`src/rtl/fifo_stream_adapter.sv`:
```
// rtl/fifo_stream_adapter.sv - FIFO pop interface to valid/ready stream drain stage with skid buffer
// Reads are credited against buffer space so returned words always have a slot.
module fifo_stream_adapter #(
    parameter int width  = 8,
    parameter int RD_LAT = 1,
    parameter int CNT_W  = 16
) (
    input  logic             clk_i,
    input  logic             reset_i,
    input  logic             enable_i,
    input  logic             fifo_empty_i,
    input  logic [width-1:0] fifo_dout_i,
    output logic             fifo_rd_en_o,
    output logic             m_valid_o,
    output logic [width-1:0] m_data_o,
    input  logic             m_ready_i,
    output logic             busy_o,
    output logic [CNT_W-1:0] xfer_count_o
);

    localparam int BUF_DEPTH = RD_LAT + 2;
    localparam int PTR_W     = $clog2(BUF_DEPTH);
    // One spare bit so occ + inflight never overflows before the compare
    localparam int OCC_W     = $clog2(BUF_DEPTH + 1) + 1;
    localparam logic [OCC_W-1:0] DEPTH_C  = OCC_W'(BUF_DEPTH);
    localparam logic [OCC_W-1:0] OCC_ONE  = OCC_W'(1);
    localparam logic [PTR_W-1:0] LAST_PTR = PTR_W'(BUF_DEPTH - 1);
    localparam logic [PTR_W-1:0] PTR_ONE  = PTR_W'(1);
    localparam logic [CNT_W-1:0] CNT_ONE  = CNT_W'(1);

    logic [width-1:0]  r_buf [BUF_DEPTH];
    logic [PTR_W-1:0]  r_head;
    logic [PTR_W-1:0]  r_tail;
    logic [OCC_W-1:0]  r_occ;
    logic [RD_LAT-1:0] r_pend;
    logic [CNT_W-1:0]  r_xfer;

    logic [OCC_W-1:0]  w_inflight;
    logic [RD_LAT-1:0] w_pend_next;
    logic              w_rd_en;
    logic              w_capture;
    logic              w_accept;

    always_comb begin
        w_inflight = '0;
        for (int i = 0; i < RD_LAT; i++) begin
            w_inflight = w_inflight + OCC_W'(r_pend[i]);
        end
    end

    always_comb begin
        w_pend_next    = r_pend << 1;
        w_pend_next[0] = w_rd_en;
    end

    assign w_rd_en   = ~reset_i & enable_i & ~fifo_empty_i & ((r_occ + w_inflight) < DEPTH_C);
    assign w_capture = r_pend[RD_LAT-1];
    assign w_accept  = (r_occ != '0) & m_ready_i;

    always_ff @(posedge clk_i or posedge reset_i) begin
        if (reset_i) begin
            for (int i = 0; i < BUF_DEPTH; i++) begin
                r_buf[i] <= '0;
            end
            r_head <= '0;
            r_tail <= '0;
            r_occ  <= '0;
            r_pend <= '0;
            r_xfer <= '0;
        end else begin
            r_pend <= w_pend_next;
            if (w_capture) begin
                r_buf[r_tail] <= fifo_dout_i;
                r_tail        <= (r_tail == LAST_PTR) ? '0 : r_tail + PTR_ONE;
            end
            if (w_accept) begin
                r_head <= (r_head == LAST_PTR) ? '0 : r_head + PTR_ONE;
                r_xfer <= r_xfer + CNT_ONE;
            end
            // Capture and accept together leave occupancy unchanged
            case ({w_capture, w_accept})
                2'b10:   r_occ <= r_occ + OCC_ONE;
                2'b01:   r_occ <= r_occ - OCC_ONE;
                default: r_occ <= r_occ;
            endcase
        end
    end

    assign fifo_rd_en_o = w_rd_en;
    assign m_valid_o    = (r_occ != '0);
    assign m_data_o     = r_buf[r_head];
    assign busy_o       = (r_occ != '0) | (|r_pend);
    assign xfer_count_o = r_xfer;

endmodule

```
`config.mk`:
```
export PLATFORM = sky130hd
export DESIGN_NAME = fifo_stream_adapter
export DESIGN_NICKNAME = d
export VERILOG_FILES = /design/src/rtl/fifo_stream_adapter.sv
export SDC_FILE = /design/constraint.sdc
export NUM_CORES = 1
export LEC_CHECK = 0
export BUFFER_PORTS_ARGS = -buffer_cell sky130_fd_sc_hd__buf_2
export CORE_ASPECT_RATIO = 1.75
export CORE_MARGIN = 2
export CORE_UTILIZATION = 40
export CTS_CLUSTER_DIAMETER = 120
export CTS_CLUSTER_SIZE = 20
export DETAILED_ROUTE_END_ITERATION = 16
export SLEW_MARGIN = 10
export SYNTH_ARGS = -nofsm -noshare
export SYNTH_HDL_FRONTEND = slang
export SYNTH_SLANG_ARGS = --single-unit
```
`constraint.sdc`:
```
create_clock -name clk_i -period 1.7 [get_ports clk_i]
set_input_delay 0.085 -clock clk_i [delete_from_list [all_inputs] [get_ports clk_i]]
set_output_delay 0.085 -clock clk_i [all_outputs]
set_load 0.005 [all_outputs]
```
==> summary.md, run 1 <==
| Metric | Value |
|---|---|
| Detailed router's first-iteration violation count | 62 |
| Static leakage | 1.35 nW |
| Area occupied by multi-input gates | 0.00103 mm^2 |
| CTS tree | built |
| Drt wl/cell | 13.8 um |
| CP Data Required Time | 1.62 ns |
| Final setup violation count | 1 |
| Final worst setup slack | -0.0146 ns |
| Max Cap Viol | 0 |
| Peak fanout along the critical path | 2 |
| Hold slack | 0.0350 ns |
| R2R cell count | 7 |
| Layout Nets | 250 |
| Via count | 1485 |
| Class of the worst hold path | in2reg |
| Slew HR | 66.9% |
| CTS clk-pin slew, worst paths | 0.09 ns |
| Largest net degree at the start of global routing | 28 |
| Layout area overhead | 25.3% |
| CP endpoint kind | output pin |
| Core ar. | 0.00530 mm^2 |
| Clock Path Buffers | 2 |
| Initial antenna violation count | 0 |
| Status | finished, violations left |
| Global route hottest layer | met2 |
| Die height | 103 um |
| Hold path endpoint | r_buf[7] |
| Slew @ Worst Pin | 0.495 ns |
| Post-synthesis sequential area ratio | 54.0% |
| Starting Density | 42.0% |
| Die W | 60.4 um |
| Final Skew | 0.00491 ns |
| Dpl hpwl | 3090 um |
| DIE AREA | 0.00619 mm^2 |
| Crit path launch type | flip-flop |
| Register area | 0.00120 mm^2 |
| Synth Cell Area | 0.00222 mm^2 |
| Yosys reg bits | 48 |
| Final hold violation count | 0 |
| Power Density | 1600 mW/mm^2 |
| CTS sink count | 48 |
| Row count | 35 |
| Commonest non-fill, non-tap cell in the layout | dfrtp_1 |
| Fin crit share | 101% |
| Slew Viols, Final | 0 |
| Crit Reg-Reg Endpoint | r_occ[2] |
| VDD IR-drop max | 0.000899 V |
| Number of iterations in the first detailed-routing pass | 4 |
| TritonCTS Buffers | 5 |
| Number of synthesis warnings | 0 |
| Cells after synthesis | 175 |
| Routability congestion estimate from global placement | 0.730 |
| Net Count, Synth | 193 |
| Detail Route Antenna Nets | 0 |
| I/O Pins | 40 |
| Failing checks | negative setup slack |
| GR Layer Usage met3 | 3.39% |
| RSZ-0062 raised after global routing | true |
| CTS H-tree lvls | 2 |
| Hold path cells | 2 |
| Root Buffer | clkbuf_8 |
| HP Start | fifo_dout_i[7] |
| F_max | 0.583 GHz |
| Worst-Skew Late Latency | 0.30 ns |
| I/O Buffers | 39 |
| Mean Syn Cell Area | 12.7 um^2 |
| Met2 GRT Util | 27.6% |
| Post-route DRC violation count | 0 |
| Critical path arrival | 1.63 ns |
| Most frequent cells in the layout | 47 x dfrtp_1, 39 x buf_2, 17 x nand2_1 |
| Dpl ws | 0.0637 ns |
| Post-route cell area | 0.00279 mm^2 |
| GRT overflow | 0 |
| DP Area | 0.00260 mm^2 |
| Antenna cell count | 0 |
| First-pass GRT wire length | 6860 um |
| Final Critical Period | 1.71 ns |
| Filler Cell Count | 498 |
| Vias in the first global route | 1499 |
| Crit Path Category | reg2out |
| Ratio of cells with drive above 1 in the final layout | 43.8% |
| R2R setup slack | 0 ns |
| DRT Wirelength | 4220 um |
| Critical R2R Launch | r_pend |
| Met1 GRT Util | 16.3% |
| Vias per inst | 4.84 |
| Netlist cell types | 31 |
| Total GRT Usage | 15.2% |
==> how the worst max path moves through the flow <==
stage	startpoint	endpoint	cells past startpoint
2_1_floorplan	r_occ[2]	r_occ[2]	8
3_3_place_gp	r_occ[0]	fifo_rd_en_o	6
3_5_place_dp	r_occ[0]	fifo_rd_en_o	6
4_1_cts	r_occ[0]	fifo_rd_en_o	6
5_1_grt	r_occ[0]	fifo_rd_en_o	6
6_report	r_occ[0]	fifo_rd_en_o	6
==> cell type report <==
| cell class | count | share of cell area, % |
|---|---|---|
| well taps | 74 | 3.32 |
| repair buffers | 54 | 11.7 |
| clock inverters | 3 | 1.53 |
| multi-input cells | 116 | 36.9 |
| flip-flops and latches | 48 | 43.2 |
| clock buffers | 5 | 2.47 |
| inverters | 7 | 0.943 |
==> what timing repair did <==
action	CTS	global route
pin swaps	3	5
hold buffers	1	0
hold endpoints to repair	21	0
resized for setup	7	0
buffers inserted	3	0
endpoints found under the setup margin	1	4
==> worst max-delay path: stages (launching register included) <==
cell,delay (ns)
dfrtp_1,0.39
buf_6,0.13
ha_4,0.15
ha_4,0.20
a211oi_2,0.15
and3_1,0.19
buf_2,0.11
==> layer usage <==
layer,vias up,wire length [um]
met5,-,0
met4,0,68
met3,6,159
met2,33,2290
met1,730,1710
li1,716,-
==> registers in the layout (all words and copies together) (netlist names) <==
name          count
xfer_count_o     16
r_pend            1
r_head            2
r_occ             3
r_tail            2
r_buf            24
==> where the power goes <==
part	switching [mW]	internal, mW
Sequential	0.350	1.59
Combinational	0.710	0.978
Clock	0.385	0.435
Total	1.44	3.00
==> synth_stat cells <==
library cell,number,share of area [%]
nor3_2,1,0.45
nor2b_1,1,0.28
clkbuf_1,1,0.17
nand3_1,8,1.8
nand4_1,5,1.4
xor2_1,8,3.2
fa_1,1,0.90
buf_1,1,0.17
nor2_1,4,0.68
o31ai_4,1,0.96
nor3_1,2,0.45
o311ai_2,1,0.73
nor4_4,1,0.96
o21ai_0,10,2.3
inv_2,3,0.51
mux2_4,8,5.4
a21o_1,2,0.68
nand2b_1,1,0.28
ha_1,4,2.3
dfrtp_1,48,54
nand2_1,17,2.9
and3_1,2,0.56
a211oi_1,1,0.34
buf_6,1,0.51
or3_1,2,0.56
inv_1,4,0.68
xnor2_1,11,4.3
mux2i_1,8,3.6
mux2_2,16,8.1
nor3_4,1,0.73
buf_2,1,0.22
==> metrics by stage <==
step / util, % / TNS (ns) / power, mW / std cells
finish: 52.6 / -0.0146 / 4.44 / 307
detailed placement: 49.0 / 0 / 3.57 / 295
CTS: 52.6 / -0.0875 / 4.53 / 307
global route: 52.6 / -0.175 / 4.78 / 307
floorplan: - / -0.145 / 2.94 / 175
global placement: 49.0 / 0 / 3.52 / 295
==> cells by family after synthesis <==
group	after synthesis	synth area share (%)
AOI/OAI and AO/OA	15	4.95
xor gates and xnor gates	19	7.48
adders and majority gates	5	3.15
buffers and inverters	11	2.25
DFF	48	54.0
muxes	32	17.1
and+or+nand+nor	45	11.0
(Power assumes the default switching activity.)
==> run 2, diff against run 1 <==
==> constraint.sdc (replaced) <==
create_clock -name clk_i -period 1.74 [get_ports clk_i]
set_input_delay 0.087 -clock clk_i [delete_from_list [all_inputs] [get_ports clk_i]]
set_output_delay 0.087 -clock clk_i [all_outputs]
set_load 0.005 [all_outputs]
==> summary.md, run 2 (synthesized netlist as in run 1, its figures left out) <==
| Metric | Value |
|---|---|
| Post-route cell area | 0.00278 mm^2 (was 0.00279 mm^2) |
| Number of iterations in the first detailed-routing pass | 4 (unchanged) |
| Crit Path Category | reg2out (unchanged) |
| Root Buffer | clkbuf_8 (unchanged) |
| Hold path cells | 2 (unchanged) |
| Filler Cell Count | 480 (was 498) |
| Total GRT Usage | 15.7% (was 15.2%) |
| Clock Path Buffers | 2 (unchanged) |
| Final worst setup slack | 0.0312 ns (was -0.0146 ns) |
| Hold slack | 0.0484 ns (was 0.0350 ns) |
| First-pass GRT wire length | 7220 um (was 6860 um) |
| CTS clk-pin slew, worst paths | 0.08 ns (was 0.09 ns) |
| Max Cap Viol | 0 (unchanged) |
| Most frequent cells in the layout | 47 x dfrtp_1, 39 x buf_2, 17 x nand2_1 (unchanged) |
| Detail Route Antenna Nets | 0 (unchanged) |
| HP Start | fifo_dout_i[7] (unchanged) |
| Slew Viols, Final | 0 (unchanged) |
| TritonCTS Buffers | 5 (unchanged) |
| Final setup violation count | 0 (was 1) |
| Final Critical Period | 1.71 ns |
| Crit Reg-Reg Endpoint | r_occ[2] (unchanged) |
| Dpl hpwl | 3170 um (was 3090 um) |
| DP Area | 0.00258 mm^2 (was 0.00260 mm^2) |
| Finished Layout Cells | 308 (was 307) |
| Fin crit share | 98.2% |
| RSZ-0062 raised after global routing | true (unchanged) |
| Initial antenna violation count | 0 (unchanged) |
| CTS sink count | 48 (unchanged) |
| Ratio of cells with drive above 1 in the final layout | 43.2% (was 43.8%) |
| CTS H-tree lvls | 2 (unchanged) |
| I/O Buffers | 39 (unchanged) |
| Slew @ Worst Pin | 0.484 ns (was 0.495 ns) |
| Antenna cell count | 0 (unchanged) |
| Dpl ws | 0.101 ns (was 0.0637 ns) |
| Total power | 4.25 mW (was 4.44 mW) |
| Layout Nets | 251 (was 250) |
| CP Data Required Time | 1.65 ns (was 1.62 ns) |
| Drt wl/cell | 14.3 um (was 13.8 um) |
| Row count | 35 (unchanged) |
| Reg with most FFs | r_buf (unchanged) |
| Power Density | 1530 mW/mm^2 (was 1600 mW/mm^2) |
| DRT Wirelength | 4400 um (was 4220 um) |
| Via count | 1513 (was 1485) |
| Max reg flops | 24 (unchanged) |
| R2R cell count | 7 (unchanged) |
| Slew HR | 67.6% (was 66.9%) |
| Critical R2R Launch | r_pend (unchanged) |
| Class of the worst hold path | in2reg (unchanged) |
| Crit path launch type | flip-flop (unchanged) |
| Routability congestion estimate from global placement | 0.699 (was 0.730) |
| CP endpoint kind | output pin (unchanged) |
| Commonest non-fill, non-tap cell in the layout | dfrtp_1 (unchanged) |
| Hold path endpoint | r_buf[7] (unchanged) |
| Detailed router's first-iteration violation count | 57 (was 62) |
| GRT overflow | 0 (unchanged) |
| Die height | 103 um (unchanged) |
| Status | finished, final reports clean (was finished, violations left) |
| CTS tree | built (unchanged) |
| Setup TNS | 0 ns (was -0.0146 ns) |
| VDD IR-drop max | 0.000872 V (was 0.000899 V) |
| Layout area overhead | 25.2% (was 25.3%) |
| Starting Density | 42.0% (unchanged) |
| Die W | 60.4 um (unchanged) |
| Vias per inst | 4.91 (was 4.84) |
| R2R setup slack | 0.06 ns (was 0 ns) |
| Static leakage | 1.35 nW (about the same) |
| F_max | 0.585 GHz |
| Final hold violation count | 0 (unchanged) |
| DIE AREA | 0.00619 mm^2 (unchanged) |
| Vias in the first global route | 1505 (was 1499) |
| Post-placement cell count | 293 (was 295) |
| Peak fanout along the critical path | 2 (unchanged) |
| Core ar. | 0.00530 mm^2 (unchanged) |
| Core Util, Final | 52.5% (was 52.6%) |
| Largest net degree at the start of global routing | 29 (was 28) |
| Critical path arrival | 1.62 ns (was 1.63 ns) |
| I/O Pins | 40 (unchanged) |
| Post-route DRC violation count | 0 (unchanged) |
| Worst-Skew Late Latency | 0.29 ns (was 0.30 ns) |
| Final Skew | 0.00540 ns (was 0.00491 ns) |
[run 2: cell count changes in the layout (fill, tap and decap cells not counted)]
cell / before / now
buf_4: 12 / 13
clkinv_2: 1 / 0
clkinvlp_4: 1 / 0
o311ai_2: 1 / 0
bufinv_16: 1 / 0
clkbuf_1: 0 / 2
o311ai_4: 0 / 1
clkbuf_8: 5 / 6
[run 2: report_power, final]
group / total, mW / internal, mW / switching, mW / leakage (nW)
registers: 1.90 / 1.55 / 0.347 / 0.597
clock network: 0.672 / 0.325 / 0.348 / 0.0455
logic: 1.68 / 0.958 / 0.719 / 0.707
[run 2: worst max path at each step]
stage             start           end  slack [ns]  depth (start not counted)
2_1_floorplan  r_occ[2]      r_occ[2]       -0.05                          8
3_3_place_gp   r_occ[2]      r_occ[2]        0.14                          8
3_5_place_dp   r_occ[2]      r_occ[2]        0.10                          8
4_1_cts        r_occ[0]  fifo_rd_en_o       -0.04                          6
5_1_grt        r_occ[0]  fifo_rd_en_o       -0.09                          6
6_report       r_occ[0]  fifo_rd_en_o        0.03                          6
[run 2: layer usage]
metal	global-route usage [%]	share of wire, %	vias to the layer above
li1	-	-	725
met1	17.3	40	752
met2	28.9	55	32
met3	3.14	3.8	4
met4	5.13	1.2	0
met5	0	0	-
[run 2: what timing repair did]
action | in CTS | in global routing
hold buffers | 1 | 0
setup endpoints to repair | 1 | 7
endpoints found under the hold margin | 20 | 0
resized for setup | 5 | 3
setup buffers | 6 | 1
pin swaps | 3 | 5
[run 2: final cells by class]
type	instances	area, um^2	share of cell area (%)
inverter	7	26.3	0.944
sequential	48	1200	43.2
clock buffer	8	90.1	3.24
timing repair buffer	55	334	12.0
tap	74	92.6	3.33
multi-input combinational	116	1040	37.3
[run 2: worst max-delay path: stages, from the launching register on]
cell      delay [ns]
dfrtp_1         0.40
buf_6           0.13
ha_4            0.15
ha_4            0.21
a211oi_2        0.15
and3_1          0.18
buf_2           0.11
==> run 3, diff against run 2 <==
--- a/config.mk
+++ b/config.mk
@@ -8,10 +8,11 @@
 export BUFFER_PORTS_ARGS = -buffer_cell sky130_fd_sc_hd__buf_2
 export CORE_ASPECT_RATIO = 1.75
 export CORE_MARGIN = 2
-export CORE_UTILIZATION = 40
+export CORE_UTILIZATION = 45
 export CTS_CLUSTER_DIAMETER = 120
 export CTS_CLUSTER_SIZE = 20
 export DETAILED_ROUTE_END_ITERATION = 16
+export PLACE_DENSITY = 0.67
 export SLEW_MARGIN = 10
 export SYNTH_ARGS = -nofsm -noshare
 export SYNTH_HDL_FRONTEND = slang
==> summary.md, run 3 (synthesized netlist as in run 1, its figures left out) <==
| Metric | Value |
|---|---|
| Initial antenna violation count | 0 (unchanged) |
| Crit path launch | r_occ[0] (unchanged) |
| CTS sink count | 48 (unchanged) |
| Peak fanout along the critical path | 2 (unchanged) |
| Critical-path cell list | buf_6 -> ha_4 -> ha_4 -> a211oi_2 -> and3_1 -> buf_2 (unchanged) |
| Commonest non-fill, non-tap cell in the layout | dfrtp_1 (unchanged) |
| Detail Route Antenna Nets | 0 (unchanged) |
| Worst-Skew Late Latency | 0.31 ns (was 0.29 ns) |
| Slew Viols, Final | 0 (unchanged) |
| Total power | 4.29 mW (was 4.25 mW) |
| Final Skew | 0.0152 ns (was 0.00540 ns) |
| Most frequent cells in the layout | 47 x dfrtp_1, 39 x buf_2, 17 x nand2_1 (unchanged) |
| Critical path's most frequent cell | ha_4 (unchanged) |
| Status | finished, violations left (was finished, final reports clean) |
| Layout Nets | 248 (was 251) |
| HP Start | fifo_dout_i[7] (unchanged) |
| Static leakage | 1.33 nW (was 1.35 nW) |
| Final setup violation count | 1 (was 0) |
| Top cell family by delay on the critical path | flip-flops (unchanged) |
| Total GRT Usage | 17.1% (was 15.7%) |
| VDD IR-drop max | 0.00104 V (was 0.000872 V) |
| Via count | 1522 (was 1513) |
| Crit path launch type | flip-flop (unchanged) |
| Reg with most FFs | r_buf (unchanged) |
| RSZ-0062 raised after global routing | true (unchanged) |
| Root Buffer | clkbuf_8 (unchanged) |
| Max incr delay on CP | 0.39 ns (was 0.40 ns) |
| Crit Path Category | reg2out (unchanged) |
| Largest net degree at the start of global routing | 31 (was 29) |
| Layout area overhead | 22.8% (was 25.2%) |
| F_max | 0.572 GHz (was 0.585 GHz) |
| Post-route DRC violation count | 0 (unchanged) |
| Power Density | 1570 mW/mm^2 (was 1530 mW/mm^2) |
| Vias per inst | 5.38 (was 4.91) |
| I/O Pins | 40 (unchanged) |
| Clock Path Buffers | 2 (unchanged) |
| Finished Layout Cells | 283 (was 308) |
| Class of the worst hold path | in2reg (unchanged) |
| Slew @ Worst Pin | 0.553 ns (was 0.484 ns) |
| Critical R2R Launch | r_occ[0] (was r_pend) |
| Slew HR | 63.1% (was 67.6%) |
| Critical path buffers and inverters | 2 (unchanged) |
| Drt wl/cell | 15.4 um (was 14.3 um) |
| Max reg flops | 24 (unchanged) |
| Critical path arrival | 1.66 ns (was 1.62 ns) |
| CTS clk-pin slew, worst paths | 0.09 ns (was 0.08 ns) |
| DIE AREA | 0.00554 mm^2 (was 0.00619 mm^2) |
| CTS tree | built (unchanged) |
| I/O Buffers | 39 (unchanged) |
| Final Critical Period | 1.75 ns (was 1.71 ns) |
| Dpl hpwl | 3180 um (was 3170 um) |
| GRT overflow | 0 (unchanged) |
| Failing checks | negative setup slack |
| Antenna cell count | 0 (unchanged) |
| Post-placement cell count | 271 (was 293) |
| Setup TNS | -0.00676 ns (was 0 ns) |
| Routability congestion estimate from global placement | 0.751 (was 0.699) |
| DRT Wirelength | 4360 um (was 4400 um) |
| Die height | 97.0 um (was 103 um) |
| CTS H-tree lvls | 2 (unchanged) |
| CP endpoint kind | output pin (unchanged) |
| First-pass GRT wire length | 7330 um (was 7220 um) |
| Core ar. | 0.00471 mm^2 (was 0.00530 mm^2) |
| CP max stage cell | dfrtp_1 (unchanged) |
| Ratio of cells with drive above 1 in the final layout | 42.0% (was 43.2%) |
| Number of iterations in the first detailed-routing pass | 4 (unchanged) |
| Row count | 33 (was 35) |
| Detailed router's first-iteration violation count | 53 (was 57) |
| TritonCTS Buffers | 5 (unchanged) |
| Vias in the first global route | 1633 (was 1505) |
| Starting Density | 47.2% (was 42.0%) |
| CP Data Required Time | 1.65 ns (about the same) |
| Final worst setup slack | -0.00676 ns (was 0.0312 ns) |
| Final hold violation count | 0 (unchanged) |
| Max Cap Viol | 0 (unchanged) |
| Die W | 57.1 um (was 60.4 um) |
| Fin crit share | 100% (was 98.2%) |
==> run 3: cell count changes in the layout (fill, tap and decap cells not counted) <==
cell      before  now
buf_4         13   10
clkbuf_1       2    1
clkbuf_8       6    7
nand2b_1       0    1
nand2b_4       1    0
or3_1          1    2
or3_4          1    0
==> run 3: repair_timing <==
action | 4_1_cts | 5_1_grt
pin swaps | 4 | 3
endpoints found under the hold margin | 18 | 0
hold buffers | 1 | 0
gates resized for setup | 5 | 1
setup endpoints to repair | 1 | 6
buffers inserted | 2 | 1
==> run 3: layer usage <==
metal	vias up	wire length [um]	global-route usage [%]
met5	-	0	0
li1	714	-	-
met2	37	2430	31.2
met1	765	1680	18.6
met3	6	168	3.07
met4	0	81	7.16
==> run 3: final timing paths <==
check / endpoint / slack, ns / cells past startpoint
min: r_buf[7] / 0.03 / 2
min in group asynchronous: r_occ[0] / 0.36 / 3
min reg2reg: xfer_count_o[15] / 0.48 / 1
max: fifo_rd_en_o / -0.007 / 6
max reg2reg: r_occ[2] / 0.04 / 9
max in group asynchronous: xfer_count_o[1] / 0.86 / 4
==> run 3: through the flow <==
stage / utilization (%) / setup slack, ns / hold slack (ns) / instance area (um^2)
5_1_grt: 58.0 / -0.0817 / 0.0331 / 2730
3_3_place_gp: 54.3 / 0.147 / 0.122 / 2550
4_1_cts: 57.6 / -0.0594 / 0.0232 / 2710
3_5_place_dp: 54.3 / 0.0663 / 0.120 / 2550
6_report: 58.0 / -0.00676 / 0.0329 / 2730
2_1_floorplan: - / -0.0492 / 0.236 / 2240
==> run 3: worst register-to-register path: cells and delay by family (launching register included) <==
family / cells / cell delay, ns
compound gates: 1 / 0.21
flops: 1 / 0.39
xor+xnor: 2 / 0.29
simple gates: 1 / 0.07
buf+inv: 3 / 0.28
fa+ha+maj: 2 / 0.34
==> run 3: layout make-up <==
cell class | count | area (um^2)
Multi-Input combinational cell | 116 | 1020
Tap cell | 52 | 65.1
Inverter | 7 | 26.3
Clock buffer | 8 | 100
Sequential cell | 48 | 1200
Timing Repair Buffer | 52 | 312
Fill cell | 426 | 1980
==> run 3: where the power goes <==
group | internal (mW) | switching, mW | total [mW]
clock | 0.363 | 0.364 | 0.727
combinational | 0.948 | 0.732 | 1.68
sequential | 1.55 | 0.336 | 1.89
